### src/rtl/acker_pkg.sv
// Shared types and constants for the Ackerchip valve scheduler.
// Holds the FSM state encoding, default ramp settings and zone bound.
package acker_pkg;

  typedef enum logic [1:0] {
    IDLE,
    OPEN,
    HOLD,
    CLOSE
  } state_t;

  localparam logic [7:0]  RAMP_STEP_DEF = 8'd16;
  localparam logic [15:0] RAMP_DIV_DEF  = 16'd256;

  localparam int ZONE_MAX = 8;
  localparam int ZW       = $clog2(ZONE_MAX);

endpackage

### src/rtl/acker_tick_gen.sv
// Ramp prescaler: one-cycle tick every RAMP_DIV clocks.
// Clear holds the count at zero so the first tick lands RAMP_DIV after release.
module acker_tick_gen
  import acker_pkg::*;
#(
  parameter logic [15:0] RAMP_DIV = RAMP_DIV_DEF
) (
  input  logic clock,
  input  logic reset,
  input  logic clear,
  output logic tick
);

  logic [15:0] cnt;
  logic        wrap;

  assign wrap = (cnt == RAMP_DIV - 16'd1);
  assign tick = wrap && !clear;

  // free-running count, wraps at RAMP_DIV-1
  always_ff @(posedge clock or negedge reset) begin
    if (!reset) begin
      cnt <= '0;
    end else if (clear || wrap) begin
      cnt <= '0;
    end else begin
      cnt <= cnt + 16'd1;
    end
  end

endmodule

### src/rtl/acker_valve_sched.sv
// Round-robin owner of the outlet-valve PWM channel.
// Grants one zone at a time through open ramp, hold and close ramp.
module acker_valve_sched
  import acker_pkg::*;
#(
  parameter int          NUM_ZONES = 4,
  parameter logic [7:0]  RAMP_STEP = RAMP_STEP_DEF,
  parameter logic [15:0] RAMP_DIV  = RAMP_DIV_DEF
) (
  input  logic                 clock,
  input  logic                 reset,
  input  logic                 enable,
  input  logic [NUM_ZONES-1:0] req,
  input  logic [7:0]           target_duty,
  input  logic [15:0]          hold_time,
  output logic [7:0]           voltage,
  output logic                 power,
  output logic [NUM_ZONES-1:0] grant,
  output logic                 busy,
  output logic [NUM_ZONES-1:0] done
);

  state_t                 state, state_n;
  logic [7:0]             voltage_n;
  logic                   power_n;
  logic [NUM_ZONES-1:0]   grant_n;
  logic                   busy_n;
  logic [NUM_ZONES-1:0]   done_n;
  logic [ZW-1:0]          last, last_n;
  logic [ZW-1:0]          zone, zone_n;
  logic [7:0]             target, target_n;
  logic [15:0]            hold_cnt, hold_n;

  logic                   tick;
  logic [ZONE_MAX-1:0]    req_w;
  logic                   found;
  logic [ZW-1:0]          pick;
  logic                   abort;
  logic [8:0]             up_sum;
  logic [7:0]             up_sat;
  logic [7:0]             up_v;
  logic [7:0]             dn_v;

  acker_tick_gen #(
    .RAMP_DIV (RAMP_DIV)
  ) u_tick (
    .clock (clock),
    .reset (reset),
    .clear (state == IDLE),
    .tick  (tick)
  );

  assign req_w = ZONE_MAX'(req);
  assign abort = !enable || !req_w[zone];

  assign up_sum = {1'b0, voltage} + {1'b0, RAMP_STEP};
  assign up_sat = up_sum[8] ? 8'hFF : up_sum[7:0];
  assign up_v   = (up_sat > target) ? target : up_sat;
  assign dn_v   = (voltage > RAMP_STEP) ? voltage - RAMP_STEP : 8'd0;

  // round-robin pick: first request after last, wrapping
  always_comb begin
    found = 1'b0;
    pick  = '0;
    for (int i = 1; i <= NUM_ZONES; i++) begin
      logic [ZW-1:0] k;
      k = ZW'((int'(last) + i) % NUM_ZONES);
      if (!found && req_w[k]) begin
        found = 1'b1;
        pick  = k;
      end
    end
  end

  // next state and next registered outputs
  always_comb begin
    state_n   = state;
    voltage_n = voltage;
    power_n   = power;
    grant_n   = grant;
    busy_n    = busy;
    done_n    = '0;
    last_n    = last;
    zone_n    = zone;
    target_n  = target;
    hold_n    = hold_cnt;
    unique case (state)
      IDLE: begin
        if (enable && found) begin
          state_n   = OPEN;
          voltage_n = 8'd0;
          power_n   = 1'b1;
          busy_n    = 1'b1;
          grant_n   = NUM_ZONES'(1) << pick;
          zone_n    = pick;
          target_n  = target_duty;
          hold_n    = hold_time;
        end
      end
      OPEN: begin
        if (abort) begin
          state_n = CLOSE;
        end else if (tick) begin
          voltage_n = up_v;
          if (up_v == target) begin
            state_n = HOLD;
          end
        end
      end
      HOLD: begin
        if (abort) begin
          state_n = CLOSE;
        end else if (tick) begin
          if (hold_cnt <= 16'd1) begin
            state_n = CLOSE;
          end else begin
            hold_n = hold_cnt - 16'd1;
          end
        end
      end
      CLOSE: begin
        if (tick) begin
          voltage_n = dn_v;
          if (dn_v == 8'd0) begin
            state_n = IDLE;
            power_n = 1'b0;
            busy_n  = 1'b0;
            grant_n = '0;
            done_n  = grant;
            last_n  = zone;
          end
        end
      end
      default: begin
        state_n = IDLE;
      end
    endcase
  end

  // state and output registers
  always_ff @(posedge clock or negedge reset) begin
    if (!reset) begin
      state    <= IDLE;
      voltage  <= '0;
      power    <= 1'b0;
      grant    <= '0;
      busy     <= 1'b0;
      done     <= '0;
      last     <= ZW'(NUM_ZONES - 1);
      zone     <= '0;
      target   <= '0;
      hold_cnt <= '0;
    end else begin
      state    <= state_n;
      voltage  <= voltage_n;
      power    <= power_n;
      grant    <= grant_n;
      busy     <= busy_n;
      done     <= done_n;
      last     <= last_n;
      zone     <= zone_n;
      target   <= target_n;
      hold_cnt <= hold_n;
    end
  end

endmodule

### config.mk
export PLATFORM = sky130hd
export DESIGN_NAME = acker_valve_sched
export DESIGN_NICKNAME = d
export VERILOG_FILES = /design/src/rtl/acker_pkg.sv /design/src/rtl/acker_tick_gen.sv /design/src/rtl/acker_valve_sched.sv
export SDC_FILE = /design/constraint.sdc
export NUM_CORES = 1
export LEC_CHECK = 0
export CORE_MARGIN = 4
export CORE_UTILIZATION = 40
export DETAILED_ROUTE_END_ITERATION = 10
export PLACE_DENSITY_LB_ADDON = 0.05
export SKIP_LAST_GASP = 1
export SLEW_MARGIN = 20
export SYNTH_ARGS = -nofsm -noshare
export SYNTH_HDL_FRONTEND = slang
export SYNTH_SLANG_ARGS = --single-unit
### constraint.sdc
create_clock -name clock -period 3.8 [get_ports clock]
set_input_delay 0.76 -clock clock [delete_from_list [all_inputs] [get_ports clock]]
set_output_delay 0.76 -clock clock [all_outputs]
set_load 0.01 [all_outputs]
==> out/summary.json, run 1 <==
{
  "outcome": {
    "status": "finished clean"
  },
  "logic_synthesis": {
    "syn_inst": 426,
    "ys_ff_latch": 63,
    "async_reset_ff_frac": 1.000,
    "syn_area_per_cell_um2": 9.384,
    "synth_ff_type": "sky130_fd_sc_hd__dfrtp_1",
    "edff_count_synth": 0,
    "yosys_warnings": 0,
    "post_synth_num_cell_types": 70,
    "synth-seq-area-share": 0.3950,
    "synth_area_um2": 3998,
    "postSynthNetCount": 475
  },
  "final_layout": {
    "drive_gt1_frac": 0.1090,
    "n_antenna_cell": 0,
    "mostFrequentLayoutCells": "sky130_fd_sc_hd__dfrtp_1 (61), sky130_fd_sc_hd__clkdlybuf4s50_1 (47), sky130_fd_sc_hd__nor2_1 (44)",
    "final_nets": 521,
    "fillers": 919,
    "layout.cells.most_common": "sky130_fd_sc_hd__dfrtp_1",
    "sequential_cell_area_um2": 1579,
    "flow.area_growth_from_synthesis_pct": 21.31,
    "multi_input_comb_area_um2": 2243,
    "layout.cells.non_filler": 610
  },
  "global_route": {
    "first_pass_grt_wire_length_mm": 15.66,
    "grt.overflow.total": 0,
    "grt.met3_usage": 0.03463,
    "grt_antenna_before_repair": 0,
    "globalRoute.busiestLayer": "met2",
    "grt_use_total": 0.1690,
    "grt_util_met1": 0.2358,
    "grt_pass1_vias": 3166,
    "grtUsageMet2": 0.2602,
    "grt_start_max_net_pins": 46
  },
  "sta": {
    "grt_setup_unrepaired": "false",
    "hold_violations": 0,
    "finalSetupViolCount": 0,
    "timing.clock.skew_ns": 0.01348,
    "timing.final.crit_share": 0.8816,
    "maxSlewHeadroom": 0.4667,
    "timing.fmax_mhz": 298.5,
    "slew_violations": 0,
    "worst_slew_pin_slew_ns": 0.8000,
    "layout_min_cycle_time_ns": 3.350,
    "final.setup.tns_ns": 0,
    "fin_ws_ns": 0.4498
  },
  "route": {
    "route.detailed.wl_per_inst_um": 15.20,
    "avgViaCountPerCell": 5.575,
    "drc": 0,
    "via_count": 3401,
    "count_of_nets_left_with_antenna_violations_after_detail_routing": 0,
    "routed_wirelength_mm": 9.275,
    "drt_pass1_iterations": 4,
    "first_iter_violations": 192
  },
  "critical_path": {
    "timing.critical_path.required_ns": 4.06,
    "worst-setup-path-type": "reg2reg",
    "crit_arrival_ns": 3.61,
    "crit_path_end_kind": "flop",
    "crit_fanout": 12,
    "cp-start-kind": "flop"
  },
  "placement": {
    "placedCellCount": 594,
    "hpwl_mm": 6.709,
    "globalplace.congestion": 0.9306,
    "pre_cts_ws_ns": 0.5440,
    "io_buffers": 48
  },
  "floorplanning": {
    "die_area_um2": 11660,
    "die_h_um": 108.0,
    "initial_utilization": 0.4090,
    "die_width_um": 108.0,
    "design.portCount": 49,
    "num_rows": 36,
    "fp.coreArea_um2": 9774
  },
  "hold_path": {
    "min_path_type": "reg2reg"
  },
  "clock_tree": {
    "cts_root_buffer": "sky130_fd_sc_hd__clkbuf_8",
    "cts.sinks": 63,
    "clkLatencyLatePin_ns": 0.35,
    "number_of_buffers_inserted_during_clock_tree_synthesis": 9,
    "holdBufCountCts": 0,
    "h_tree_depth": 3,
    "cts.repair.resized": 0,
    "clock_tree.buffer_depth": 2,
    "cts_setup_buffers": 0,
    "clk_pin_slew_worst_paths_ns": 0.08,
    "tritoncts": "yes"
  },
  "pwr": {
    "power.combinational.fraction": 0.470,
    "leakage_nw": 2.000,
    "cell_internal_pwr_mw": 2.084,
    "max-vdd-ir-drop_mv": 0.3208,
    "share_of_total_power_in_the_clock_network": 0.212,
    "netSwitchingPower_mw": 1.488,
    "power.density_cell_area_nw_per_um2": 736.6,
    "power_mw": 3.572,
    "p_seq_frac": 0.317,
    "power.switching_fraction": 0.4165
  },
  "flow_run": {
    "drv_cap": 0
  }
}
metrics by stage:
step | utilization | hold WS [ns] | cell area (µm²)
after floorplan | - | 0.4479 | 3998
after global placement | 0.4702 | 0.4673 | 4596
after detailed placement | 0.4702 | 0.4696 | 4596
after CTS | 0.4962 | 0.4805 | 4850
after global routing | 0.4962 | 0.5221 | 4850
final | 0.4962 | 0.4785 | 4850
final timing paths:
check                                   startpoint                  endpoint  slack, ns  cells after the start
hold / removal             u_tick.cnt[0]$_DFF_PN0_   u_tick.cnt[0]$_DFF_PN0_       0.48                      1
setup reg to reg            voltage[4]$_DFFE_PN0P_    voltage[1]$_DFFE_PN0P_       0.45                     10
setup / recovery            voltage[4]$_DFFE_PN0P_    voltage[1]$_DFFE_PN0P_       0.45                     10
min in group asynchronous                    reset    voltage[4]$_DFFE_PN0P_       0.49                      1
hold reg to reg            u_tick.cnt[0]$_DFF_PN0_   u_tick.cnt[0]$_DFF_PN0_       0.48                      1
max in group asynchronous                    reset  hold_cnt[15]$_DFFE_PN0P_       2.53                      2
cell families after synthesis:
family                     after synthesis  share of synthesized area
and+or+nand+nor                        151                     0.2000
AOI/OAI and AO/OA                      122                     0.2282
DFF                                     63                     0.3950
buffers and inverters                   43                    0.04570
adders and majority gates               18                    0.05634
xor gates and xnor gates                15                    0.03286
muxes                                   14                    0.04194
cells in the mapped netlist, types with 3 or more instances:
master | number | area, µm²
sky130_fd_sc_hd__mux2_2 | 11 | 123.9
sky130_fd_sc_hd__nor3_1 | 12 | 60.06
sky130_fd_sc_hd__nand2_1 | 27 | 101.4
sky130_fd_sc_hd__buf_1 | 3 | 11.26
sky130_fd_sc_hd__a21oi_1 | 25 | 125.1
sky130_fd_sc_hd__and3_1 | 4 | 25.02
sky130_fd_sc_hd__o211ai_1 | 3 | 22.52
sky130_fd_sc_hd__nor2_1 | 44 | 165.2
sky130_fd_sc_hd__o21a_1 | 5 | 37.54
sky130_fd_sc_hd__dfrtp_1 | 61 | 1526
sky130_fd_sc_hd__or3_1 | 6 | 37.54
sky130_fd_sc_hd__a211oi_1 | 5 | 37.54
sky130_fd_sc_hd__a21o_1 | 3 | 22.52
sky130_fd_sc_hd__nand3_1 | 11 | 55.05
sky130_fd_sc_hd__or4_1 | 4 | 30.03
sky130_fd_sc_hd__and2_1 | 7 | 43.79
sky130_fd_sc_hd__a31oi_1 | 9 | 56.30
sky130_fd_sc_hd__xor2_1 | 7 | 61.31
sky130_fd_sc_hd__nand4_1 | 6 | 37.54
sky130_fd_sc_hd__o22a_1 | 18 | 157.7
sky130_fd_sc_hd__o21ai_0 | 17 | 85.08
sky130_fd_sc_hd__nor2b_1 | 12 | 75.07
sky130_fd_sc_hd__xnor2_1 | 8 | 70.07
sky130_fd_sc_hd__clkbuf_1 | 10 | 37.54
sky130_fd_sc_hd__nand2b_1 | 4 | 25.02
sky130_fd_sc_hd__inv_1 | 25 | 93.84
sky130_fd_sc_hd__ha_1 | 18 | 225.2
sky130_fd_sc_hd__o2bb2ai_1 | 6 | 52.55
worst max-delay path, cell delays in order (launching register included):
cell and delay, ns:
sky130_fd_sc_hd__dfrtp_1 0.58, sky130_fd_sc_hd__ha_1 0.33, sky130_fd_sc_hd__nand3_1 0.25, sky130_fd_sc_hd__nand2b_1 0.15, sky130_fd_sc_hd__ha_1 0.24, sky130_fd_sc_hd__nor2b_1 0.13, sky130_fd_sc_hd__o21ai_0 0.21, sky130_fd_sc_hd__nor4bb_1 0.58
sky130_fd_sc_hd__nor2_1 0.26, sky130_fd_sc_hd__o211ai_1 0.37, sky130_fd_sc_hd__o2bb2ai_1 0.16
sequential cells by signal (all words and copies together) (netlist names):
signal      count
hold_cnt       16
u_tick.cnt     16
target          8
voltage         8
done            4
grant           4
last            2
state           2
zone            2
busy            1
power by group through the flow:
stage                     Clock (mW)  Combinational (mW)  Sequential [mW]
after floorplan                    0                1.28             1.07
after CTS                      0.769                1.69             1.13
after global placement             0                1.66             1.14
final                          0.758                1.68             1.13
after detailed placement           0                1.67             1.15
after global routing           0.803                1.89             1.18
final cells by class:
| type | count | area share |
|---|---|---|
| clock buffers | 10 | 0.02838 |
| clock inverters | 6 | 0.02399 |
| inverters | 25 | 0.01935 |
| multi-input cells | 320 | 0.4626 |
| flip-flops and latches | 63 | 0.3256 |
| well taps | 133 | 0.03431 |
| repair buffers | 53 | 0.1058 |
per-layer routing:
layer	routed length [µm]	share of wire
met5	0	0
met3	459	0.049
met4	169	0.018
met2	4232	0.46
met1	4414	0.48
(Power assumes the default switching activity.)
==> inputs of run 2 (changes only) <==
--- a/config.mk
+++ b/config.mk
@@ -9,6 +9,7 @@
 export CORE_UTILIZATION = 40
 export DETAILED_ROUTE_END_ITERATION = 10
 export PLACE_DENSITY_LB_ADDON = 0.05
+export SETUP_SLACK_MARGIN = 0.3
 export SKIP_LAST_GASP = 1
 export SLEW_MARGIN = 20
 export SYNTH_ARGS = -nofsm -noshare
==> run 2 against run 1 <==
  * Total power hardly changed
  * Critical path depth stayed put
  * Fmax is 9.5% higher
  * Sequential share of layout area hardly changed
  * Via count is 1.2% lower
  * Non-clock buffer count stayed put
  * Hold slack hardly changed
  * Die area stayed put
  * Core utilization is 0.077 points higher
  * Combinational power hardly changed
  * First-iteration DRC count is 7.3% higher
  * Critical path type unchanged
  * Critical endpoint unchanged
  * Largest cell class unchanged
==> out/summary.json, run 2 (synthesized netlist as in run 1, its figures left out) <==
{
  "clock_tree": {
    "cts.sinks": {"value": 63, "change": "unchanged"},
    "clk_pin_slew_worst_paths": {"value": 0.08, "unit": "ns", "change": "about the same"},
    "cts_setup_buffers": {"value": 0, "change": "unchanged"},
    "tritoncts": "yes",
    "cts_root_buffer": "sky130_fd_sc_hd__clkbuf_8",
    "clkLatencyLatePin": {"value": 0.35, "unit": "ns", "change": "about the same"},
    "holdBufCountCts": {"value": 0, "change": "unchanged"},
    "h_tree_depth": {"value": 3, "change": "unchanged"},
    "cts.repair.resized": {"value": 0, "change": "unchanged"},
    "clock_tree.buffer_depth": {"value": 2, "change": "unchanged"},
    "number_of_buffers_inserted_during_clock_tree_synthesis": {"value": 9, "change": "unchanged"}
  },
  "sta": {
    "slew_violations": {"value": 0, "change": "unchanged"},
    "timing.fmax": {"value": 326.8, "unit": "MHz", "change": "+9.5%"},
    "timing.final.crit_share": {"value": 0.8052, "change": "-0.07642"},
    "finalSetupViolCount": {"value": 0, "change": "unchanged"},
    "grt_setup_unrepaired": "false",
    "timing.clock.skew": {"value": 0.01357, "unit": "ns", "change": "+0.00009120 ns"},
    "maxSlewHeadroom": {"value": 0.4691, "change": "+0.002441"},
    "layout_min_cycle_time": {"value": 3.060, "unit": "ns", "change": "-0.2904 ns"},
    "worst_slew_pin_slew": {"value": 0.7963, "unit": "ns", "change": "-0.003661 ns"},
    "final.setup.tns": {"value": 0, "unit": "ns", "change": "unchanged"},
    "hold_violations": {"value": 0, "change": "unchanged"}
  },
  "global_route": {
    "grt_use_total": {"value": 0.1690, "change": "unchanged"},
    "grt_antenna_before_repair": {"value": 0, "change": "unchanged"},
    "grt_pass1_vias": {"value": 3166, "change": "unchanged"},
    "grt_start_max_net_pins": {"value": 46, "change": "unchanged"},
    "first_pass_grt_wire_length": {"value": 15.66, "unit": "mm", "change": "unchanged"},
    "grt.overflow.total": {"value": 0, "change": "unchanged"}
  },
  "final_layout": {
    "mostFrequentLayoutCells": "sky130_fd_sc_hd__dfrtp_1 (60), sky130_fd_sc_hd__clkdlybuf4s50_1 (47), sky130_fd_sc_hd__nor2_1 (44)",
    "sequential_cell_area": {"value": 1580, "unit": "µm²", "change": "about the same"},
    "drive_gt1_frac": {"value": 0.1132, "change": "+0.004193"},
    "final_nets": {"value": 521, "change": "unchanged"},
    "fillers": {"value": 918, "change": "-0.11%"},
    "reg.largest.list": "hold_cnt: 16 flops, u_tick.cnt: 16 flops",
    "layout.cells.most_common": "sky130_fd_sc_hd__dfrtp_1",
    "layout.cells.non_filler": {"value": 610, "change": "unchanged"},
    "multi_input_comb_area": {"value": 2250, "unit": "µm²", "change": "+0.28%"},
    "n_antenna_cell": {"value": 0, "change": "unchanged"},
    "flow.area_growth_from_synthesis_pct": 21.50
  },
  "floorplanning": {
    "die_width": {"value": 108.0, "unit": "µm", "change": "unchanged"},
    "design.portCount": {"value": 49, "change": "unchanged"},
    "fp.coreArea": {"value": 9774, "unit": "µm²", "change": "unchanged"},
    "die_area": {"value": 11660, "unit": "µm²", "change": "unchanged"},
    "num_rows": {"value": 36, "change": "unchanged"},
    "initial_utilization": {"value": 0.4090, "change": "unchanged"},
    "die_h": {"value": 108.0, "unit": "µm", "change": "unchanged"}
  },
  "critical_path": {
    "chain_of_cells_forming_the_critical_path": "ha_1, nand3_1, nand2b_1, ha_1, nor2b_1, o21ai_0, nor4bb_2, nor2_1, o211ai_1, o2bb2ai_1",
    "crit_arrival": {"value": 3.32, "unit": "ns", "change": "-0.29 ns"},
    "timing.critical_path.slowest_cell_delay": {"value": 0.49, "unit": "ns", "change": "-0.09 ns"},
    "critPathMostFrequentCell": "sky130_fd_sc_hd__ha_1",
    "crit_path_end_kind": "flop",
    "worst-setup-path-type": "reg2reg",
    "timing.critical_path.required": {"value": 4.06, "unit": "ns", "change": "about the same"},
    "cp-start-kind": "flop",
    "regToRegSetupSlack": {"value": 0.74, "unit": "ns", "change": "+0.29 ns"},
    "crit_fanout": {"value": 12, "change": "unchanged"},
    "worst_path_max_delay_cell": "sky130_fd_sc_hd__dfrtp_2"
  },
  "pwr": {
    "max-vdd-ir-drop": {"value": 0.3205, "unit": "mV", "change": "-0.12%"},
    "leakage": {"value": 2.001, "unit": "nW", "change": "about the same"},
    "power": {"value": 3.576, "unit": "mW", "change": "about the same"},
    "power.density_cell_area": {"value": 736.2, "unit": "nW/µm²", "change": "about the same"}
  },
  "route": {
    "first_iter_violations": {"value": 206, "change": "+7.3%"},
    "routed_wirelength": {"value": 9.232, "unit": "mm", "change": "-0.46%"},
    "route.detailed.wl_per_inst": {"value": 15.13, "unit": "µm", "change": "-0.46%"},
    "via_count": {"value": 3359, "change": "-1.2%"},
    "drc": {"value": 0, "change": "unchanged"},
    "drt_pass1_iterations": {"value": 4, "change": "unchanged"},
    "avgViaCountPerCell": {"value": 5.507, "change": "-1.2%"},
    "count_of_nets_left_with_antenna_violations_after_detail_routing": {"value": 0, "change": "unchanged"}
  },
  "placement": {
    "placedCellCount": {"value": 594, "change": "unchanged"},
    "io_buffers": {"value": 48, "change": "unchanged"},
    "globalplace.congestion": {"value": 0.9306, "change": "unchanged"},
    "hpwl": {"value": 6.709, "unit": "mm", "change": "unchanged"}
  },
  "flow_run": {
    "drv_cap": {"value": 0, "change": "unchanged"}
  },
  "outcome": {
    "status": "finished clean"
  },
  "hold_path": {
    "min_path_type": "reg2reg"
  }
}
-- run 2: cell types whose count changed in the layout (fill, tap and decap cells not counted) --
| cell | change |
|---|---|
| sky130_fd_sc_hd__dfrtp_2 | +1 |
| sky130_fd_sc_hd__nor4bb_1 | -1 |
| sky130_fd_sc_hd__nor4bb_2 | +1 |
| sky130_fd_sc_hd__dfrtp_1 | -1 |
-- run 2: critical path, delay by kind of cell (launching register included) --
family | cells | cell delay, ns
AND/OR/NAND/NOR | 5 | 1.23
AO/OA/AOI/OAI | 3 | 0.72
adder cells (fa/ha/maj) | 2 | 0.54
flip-flops | 1 | 0.49
-- run 2: final cells by class --
class / count / share of cell area
clock buffers: 10 / 0.02834
clock inverters: 6 / 0.02396
inverters: 25 / 0.01932
multi-input cells: 320 / 0.4632
flip-flops and latches: 63 / 0.3253
well taps: 133 / 0.03426
repair buffers: 53 / 0.1056
-- run 2: metrics by stage --
stage	hold slack (ns)	utilization	worst slack, ns	instance area (µm²)
floorplan	0.4479	-	0.9947	3998
global placement	0.4673	0.4702	0.7082	4596
detailed placement	0.4696	0.4702	0.5440	4596
CTS	0.4805	0.4962	0.4979	4850
global route	0.5221	0.4969	0.4122	4857
finish	0.4784	0.4969	0.7402	4857
-- run 2: path summary, 6_finish.rpt --
path / start / to / cells past startpoint
max in group asynchronous: reset / hold_cnt[15]$_DFFE_PN0P_ / 2
min reg2reg: u_tick.cnt[0]$_DFF_PN0_ / u_tick.cnt[0]$_DFF_PN0_ / 1
min: u_tick.cnt[0]$_DFF_PN0_ / u_tick.cnt[0]$_DFF_PN0_ / 1
max reg2reg: voltage[4]$_DFFE_PN0P_ / voltage[1]$_DFFE_PN0P_ / 10
min in group asynchronous: reset / done[0]$_DFF_PN0_ / 1
max: voltage[4]$_DFFE_PN0P_ / voltage[1]$_DFFE_PN0P_ / 10
-- run 2: per-layer routing --
layer | vias up | GRT usage | wire [µm] | part of all wire
met2 | 70 | 0.2602 | 4185 | 0.45
li1 | 1666 | - | - | -
met3 | 17 | 0.03463 | 401 | 0.043
met1 | 1606 | 0.2358 | 4464 | 0.48
met5 | - | 0 | 0 | 0
met4 | 0 | 0.06132 | 181 | 0.020
-- run 2: power by group --
part | internal (mW) | total, mW | switching [mW]
Clock | 0.458 | 0.754 | 0.296
Combinational | 0.758 | 1.69 | 0.930
Sequential | 0.877 | 1.13 | 0.257
Total | 2.09 | 3.58 | 1.48
==> inputs of run 3 (changes only) <==
==> constraint.sdc (replaced) <==
create_clock -name clock -period 2.85 [get_ports clock]
set_input_delay 0.57 -clock clock [delete_from_list [all_inputs] [get_ports clock]]
set_output_delay 0.57 -clock clock [all_outputs]
set_load 0.01 [all_outputs]
==> run 3 against run 2 <==
  * Register-to-register slack worse by 0.54 ns
  * Setup slack worse by 0.54 ns
  * Highest routed layer unchanged
  * Largest cell class unchanged
  * Sequential cell count is the same
  * Die area stayed put
  * Final area increased by 9.7%
  * Critical path type unchanged
  * First-iteration DRC count is 17% lower
  * Via count increased by 6.7%
==> out/summary.json, run 3 (synthesized netlist as in run 1, its figures left out) <==
{
  "global_route": {
    "grt.overflow.total": {"value": 0, "change": "unchanged"},
    "globalRoute.busiestLayer": "met2",
    "grt_antenna_before_repair": {"value": 0, "change": "unchanged"},
    "grt.met3_usage": {"value": 0.03940, "change": "+0.004776"},
    "grt_start_max_net_pins": {"value": 36, "change": "-22%"},
    "grt_util_met1": {"value": 0.2400, "change": "+0.004225"},
    "grt_pass1_vias": {"value": 3394, "change": "+7.2%"},
    "first_pass_grt_wire_length": {"value": 16.89, "unit": "mm", "change": "+7.8%"},
    "grt_use_total": {"value": 0.1820, "change": "+0.01301"},
    "grtUsageMet2": {"value": 0.3060, "change": "+0.04574"}
  },
  "sta": {
    "worst_slew_pin_slew": {"value": 0.7389, "unit": "ns", "change": "-0.05737 ns"},
    "finalSetupViolCount": {"value": 0, "change": "unchanged"},
    "final.setup.tns": {"value": 0, "unit": "ns", "change": "unchanged"},
    "timing.clock.skew": {"value": 0.009321, "unit": "ns", "change": "-0.004249 ns"},
    "timing.final.crit_share": {"value": 0.9304, "change": "+0.1252"},
    "layout_min_cycle_time": {"value": 2.652, "unit": "ns", "change": "-0.4081 ns"},
    "fin_worst_hold_slack": {"value": 0.2793, "unit": "ns", "change": "-0.1991 ns"},
    "maxSlewHeadroom": {"value": 0.5074, "change": "+0.03825"},
    "hold_violations": {"value": 0, "change": "unchanged"},
    "grt_setup_unrepaired": "true",
    "slew_violations": {"value": 0, "change": "unchanged"},
    "timing.fmax": {"value": 377.1, "unit": "MHz", "change": "+15%"}
  },
  "floorplanning": {
    "die_area": {"value": 11660, "unit": "µm²", "change": "unchanged"},
    "design.portCount": {"value": 49, "change": "unchanged"},
    "num_rows": {"value": 36, "change": "unchanged"},
    "initial_utilization": {"value": 0.4090, "change": "unchanged"},
    "die_width": {"value": 108.0, "unit": "µm", "change": "unchanged"},
    "die_h": {"value": 108.0, "unit": "µm", "change": "unchanged"},
    "fp.coreArea": {"value": 9774, "unit": "µm²", "change": "unchanged"}
  },
  "critical_path": {
    "regToRegSetupSlack": {"value": 0.20, "unit": "ns", "change": "-0.54 ns"},
    "crit_arrival": {"value": 2.87, "unit": "ns", "change": "-0.45 ns"},
    "worst-setup-path-type": "reg2reg",
    "critical_path.reg2reg.startpoint": "voltage[4]$_DFFE_PN0P_",
    "cp-start-kind": "flop",
    "worst-r2r-cell-count": {"value": 12, "change": "+2"},
    "timing.critical_path.required": {"value": 3.07, "unit": "ns", "change": "-0.99 ns"},
    "rr_endpoint": "state[1]$_DFFE_PN0P_",
    "crit_path_end_kind": "flop",
    "crit_fanout": {"value": 5, "change": "-7"}
  },
  "outcome": {
    "status": "finished clean"
  },
  "pwr": {
    "power": {"value": 5.717, "unit": "mW", "change": "+60%"},
    "max-vdd-ir-drop": {"value": 0.6166, "unit": "mV", "change": "+92%"},
    "leakage": {"value": 2.158, "unit": "nW", "change": "+7.8%"},
    "power.density_cell_area": {"value": 1073, "unit": "nW/µm²", "change": "+46%"}
  },
  "route": {
    "route.detailed.wl_per_inst": {"value": 16.64, "unit": "µm", "change": "+9.9%"},
    "drc": {"value": 0, "change": "unchanged"},
    "count_of_nets_left_with_antenna_violations_after_detail_routing": {"value": 0, "change": "unchanged"},
    "first_iter_violations": {"value": 170, "change": "-17%"},
    "avgViaCountPerCell": {"value": 5.616, "change": "+2.0%"},
    "routed_wirelength": {"value": 10.62, "unit": "mm", "change": "+15%"},
    "via_count": {"value": 3583, "change": "+6.7%"},
    "drt_pass1_iterations": {"value": 4, "change": "unchanged"}
  },
  "clock_tree": {
    "cts.sinks": {"value": 63, "change": "unchanged"},
    "clock_tree.buffer_depth": {"value": 2, "change": "unchanged"},
    "clk_pin_slew_worst_paths": {"value": 0.08, "unit": "ns", "change": "about the same"},
    "number_of_buffers_inserted_during_clock_tree_synthesis": {"value": 9, "change": "unchanged"},
    "cts_root_buffer": "sky130_fd_sc_hd__clkbuf_8",
    "h_tree_depth": {"value": 3, "change": "unchanged"},
    "tritoncts": "yes",
    "clkLatencyLatePin": {"value": 0.34, "unit": "ns", "change": "about the same"}
  },
  "final_layout": {
    "reg.largest.list": "hold_cnt: 16 flops, u_tick.cnt: 16 flops",
    "mostFrequentLayoutCells": "sky130_fd_sc_hd__dfrtp_1 (59), sky130_fd_sc_hd__clkdlybuf4s50_1 (47), sky130_fd_sc_hd__nor2_1 (41)",
    "fillers": {"value": 904, "change": "-1.5%"},
    "layout.cells.non_filler": {"value": 638, "change": "+4.6%"},
    "drive_gt1_frac": {"value": 0.2337, "change": "+0.1205"},
    "final_nets": {"value": 550, "change": "+5.6%"},
    "flow.area_growth_from_synthesis_pct": 33.27,
    "layout.cells.most_common": "sky130_fd_sc_hd__dfrtp_1",
    "n_antenna_cell": {"value": 0, "change": "unchanged"},
    "postLayoutCellArea": {"value": 5328, "unit": "µm²", "change": "+9.7%"}
  },
  "placement": {
    "placedCellCount": {"value": 608, "change": "+2.4%"},
    "detailed_place.area": {"value": 4785, "unit": "µm²", "change": "+4.1%"},
    "globalplace.congestion": {"value": 0.8797, "change": "-5.5%"},
    "hpwl": {"value": 7.152, "unit": "mm", "change": "+6.6%"},
    "io_buffers": {"value": 48, "change": "unchanged"}
  },
  "hold_path": {
    "min_path_type": "in2async"
  },
  "flow_run": {
    "drv_cap": {"value": 0, "change": "unchanged"}
  }
}
## run 3: changes by cell type in the layout (fill, tap and decap cells not counted), moves of 4 or more
cell,before,now
sky130_fd_sc_hd__a21oi_1,25,20
sky130_fd_sc_hd__buf_4,5,27
sky130_fd_sc_hd__buf_6,0,4
sky130_fd_sc_hd__ha_1,18,14
sky130_fd_sc_hd__ha_4,0,4
sky130_fd_sc_hd__nand2_1,27,23
sky130_fd_sc_hd__o21ai_0,17,11
sky130_fd_sc_hd__o21ai_1,1,6
## run 3: layer usage
metal / wire (µm) / part of all wire
met1: 4845 / 0.46
met2: 5166 / 0.49
met3: 444 / 0.042
met4: 160 / 0.015
met5: 0 / 0
## run 3: worst max path at each step
stage,from,end,slack (ns),cells past startpoint
after CTS,voltage[4]$_DFFE_PN0P_,state[1]$_DFFE_PN0P_,0.27,12
after global placement,req[0],voltage[6]$_DFFE_PN0P_,0.12,7
final,voltage[4]$_DFFE_PN0P_,state[1]$_DFFE_PN0P_,0.20,12
after floorplan,voltage[4]$_DFFE_PN0P_,state[1]$_DFFE_PN0P_,0.31,12
after global routing,voltage[4]$_DFFE_PN0P_,voltage[7]$_DFFE_PN0P_,0.12,13
after detailed placement,req[0],voltage[6]$_DFFE_PN0P_,0.09,7
## run 3: timing repair
item                       4_1_cts  5_1_grt
setup buffers                    6        8
setup endpoints to repair       10       29
hold buffers                     0        0
resized for setup               16       35
gates cloned                     0        1
pin swaps                       13       19
## run 3: critical path, stage by stage, from the launching register on
cell and delay [ns]:
sky130_fd_sc_hd__dfrtp_1 0.42, sky130_fd_sc_hd__buf_6 0.15, sky130_fd_sc_hd__inv_4 0.04, sky130_fd_sc_hd__ha_4 0.29, sky130_fd_sc_hd__inv_4 0.05, sky130_fd_sc_hd__nand2_4 0.07
sky130_fd_sc_hd__ha_4 0.22, sky130_fd_sc_hd__a211oi_4 0.26, sky130_fd_sc_hd__nor2_4 0.08, sky130_fd_sc_hd__o31a_1 0.34, sky130_fd_sc_hd__a21oi_2 0.17, sky130_fd_sc_hd__a211oi_2 0.10
sky130_fd_sc_hd__mux2_4 0.32
## run 3: power breakdown
| part | switching [mW] | internal [mW] | total, mW | leakage [nW] |
|---|---|---|---|---|
| Sequential | 0.329 | 1.17 | 1.50 | 0.786 |
| Combinational | 1.78 | 1.67 | 3.45 | 1.28 |
| Clock | 0.370 | 0.395 | 0.765 | 0.0871 |
| Total | 2.48 | 3.24 | 5.72 | 2.16 |
## run 3: area by class of cell
type	count	area [µm²]	share of cell area
Multi-Input combinational cell	321	2531	0.4751
Inverter	25	98.84	0.01855
Tap cell	133	166.4	0.03124
Clock inverter	6	62.56	0.01174
Clock buffer	9	123.9	0.02325
Timing Repair Buffer	81	763.2	0.1433
Sequential cell	63	1582	0.2969
## run 3: metrics by stage
step | setup slack, ns | utilization
after global routing | 0.1222 | 0.5451
after global placement | 0.1234 | 0.4895
after CTS | 0.2714 | 0.5205
after detailed placement | 0.09404 | 0.4895
final | 0.1983 | 0.5451
after floorplan | 0.3066 | -
==> variant (settings of run 1) <==
The parameter `NUM_ZONES` goes from 4 to 6.
--- a/src/rtl/acker_valve_sched.sv
+++ b/src/rtl/acker_valve_sched.sv
@@ -3,7 +3,7 @@
 module acker_valve_sched
   import acker_pkg::*;
 #(
-  parameter int          NUM_ZONES = 4,
+  parameter int          NUM_ZONES = 6,
   parameter logic [7:0]  RAMP_STEP = RAMP_STEP_DEF,
   parameter logic [15:0] RAMP_DIV  = RAMP_DIV_DEF
 ) (
Interface: changed (resized done, grant and req); port bits go from 49 to 55. No check against the original RTL was run, so the function may have changed too.
==> variant against run 1 <==
  * Non-clock buffer count grew 21
  * Synthesized area grew 30%
  * Sequential cell count grew 6
  * Highest routed layer unchanged
  * Critical endpoint is now state[1]
  * Worst hold slack lost 0.048 ns
  * Power grew 12%
  * Cell count grew 31%
  * Routed wire length grew 40%
  * Fmax shrank 6.6%
  * Setup slack lost 0.24 ns
  * First-iteration DRC count grew 88%
  * Sequential share of layout area shrank 5.2 points
  * Design area grew 31%
==> variant: results (changes against run 1) <==
first-pass GRT wire length=21.60 mm (+38%); Crit path largest cell delay=0.56 ns (-0.02 ns); Filler cells=1210 (+32%); slowest stage cell on the critical path=o41a_4; input/output buffers=54 (+13%); most frequent cells after synthesis=dfrtp_1, nor2_1, nor3_1, nand2_1, inv_1; Place WS=0.01662 ns (-0.5274 ns); share of layout cells above drive strength 1=11.90% (+1.0 points); Final HPWL DP=9.725 mm (+45%); reg2reg path depth=12 (+2); Final #Nets=686 (+32%); Unique masters post-synth=78 (+11%); gpl congestion=0.8888 (-4.5%); gr usage total=18.24% (+1.3 points); initial DRC count=361 (+88%); vias=4474 (+32%); met1 Use GR=23.53% (-0.050 points); CP Max Fanout=8 (-4); vias per cell=5.579 (about the same); number of global-route vias before repair=4376 (+38%); sequential share of the synthesized area=33.35% (-6.1 points); clk slew on worst S/H paths=0.06 ns (-0.02 ns); worst slew margin relative to its limit=31.14% (-16 points); WL/cell=16.21 um (+6.6%); Leakage=0.002616 uW (+31%); Area contributors post-synth=dfrtp_1, ha_1, mux2i_1, nor3_1, mux2_2; Inst Count DP=783 (+32%); Worst EP arrival=3.81 ns (+0.20 ns); Syn Area/Cell=9.226 um2 (-1.7%); peak supply drop=315.3 uV (-1.7%); worst clock skew=0.006952 ns (-0.006526 ns); GRT met3 Usage=4.503% (+1.0 points); syn nets=623 (+31%); status=finished, final reports clean; clock root buffer=clkbuf_16
-- variant: cell count changes after synthesis, sizes merged, moves of 7 or more --
cell / change
o22a: -16
nand3: +16
nor3: +23
o21ai: +10
ha: +10
nor4: +7
nand2b: +8
mux2i: +20
nor3b: +15
-- variant: final cells by class --
class / instances / area, um2 / share of cell area [%]
Multi-Input combinational cell: 440 / 3234 / 51.06
Clock inverter: 5 / 82.58 / 1.304
Sequential cell: 69 / 1730 / 27.32
Clock buffer: 11 / 242.7 / 3.832
Timing Repair Buffer: 74 / 713.2 / 11.26
Inverter: 31 / 116.4 / 1.837
Tap cell: 172 / 215.2 / 3.397
-- variant: path summary, 6_finish.rpt --
kind | from | slack [ns] | end
worst min-delay path | reset | 0.43 | voltage[4]
min in group clock | u_tick.cnt[0] | 0.49 | u_tick.cnt[0]
max in group asynchronous | reset | 2.71 | u_tick.cnt[6]
worst min register to register | u_tick.cnt[0] | 0.49 | u_tick.cnt[0]
worst max-delay path | last[1] | 0.21 | state[1]
worst max register to register | last[1] | 0.21 | state[1]
-- variant: logic make-up after synthesis --
| logic type | synth area share [%] |
|---|---|
| AND/OR/NAND/NOR | 24.76 |
| XOR/XNOR | 4.102 |
| AO/OA/AOI/OAI | 17.69 |
| multiplexers | 8.687 |
| adder cells (fa/ha/maj) | 6.757 |
| flip-flops | 33.35 |
| buffers and inverters | 4.657 |
-- variant: per-stage QoR --
stage                     cell area (um2)  power [uW]
after global routing                 6335        4343
after CTS                            6276        4016
after floorplan                      5185        2545
after detailed placement             5951        3072
after global placement               5951        3031
final                                6335        4017
-- variant: routing by layer --
layer  part of all wire (%)  vias to the layer above  wire length [um]
li1                       -                     2199                 -
met1                     46                     2158              5946
met2                     49                      106              6373
met3                    4.1                       11               537
met4                    1.1                        0               142
met5                      0                        -                 0
-- variant: report_power, final --
group          switching [uW]  internal [uW]
sequential                303            959
clock                     326            595
combinational             957            878
total                    1590           2430
-- variant: repair_timing --
item                                    CTS  global route
hold endpoints to repair                  0             0
gates resized for setup                   0             4
endpoints found under the setup margin    0            42
setup buffers                             0             3
-- variant: worst max-delay path: cells and delay by family (launching register included) --
kind / cells / cell delay, ns
AO/OA/AOI/OAI: 6 / 1.71
flip-flops: 1 / 0.42
multiplexers: 1 / 0.37
buffers and inverters: 2 / 0.17
AND/OR/NAND/NOR: 1 / 0.20
adder cells (fa/ha/maj): 2 / 0.60
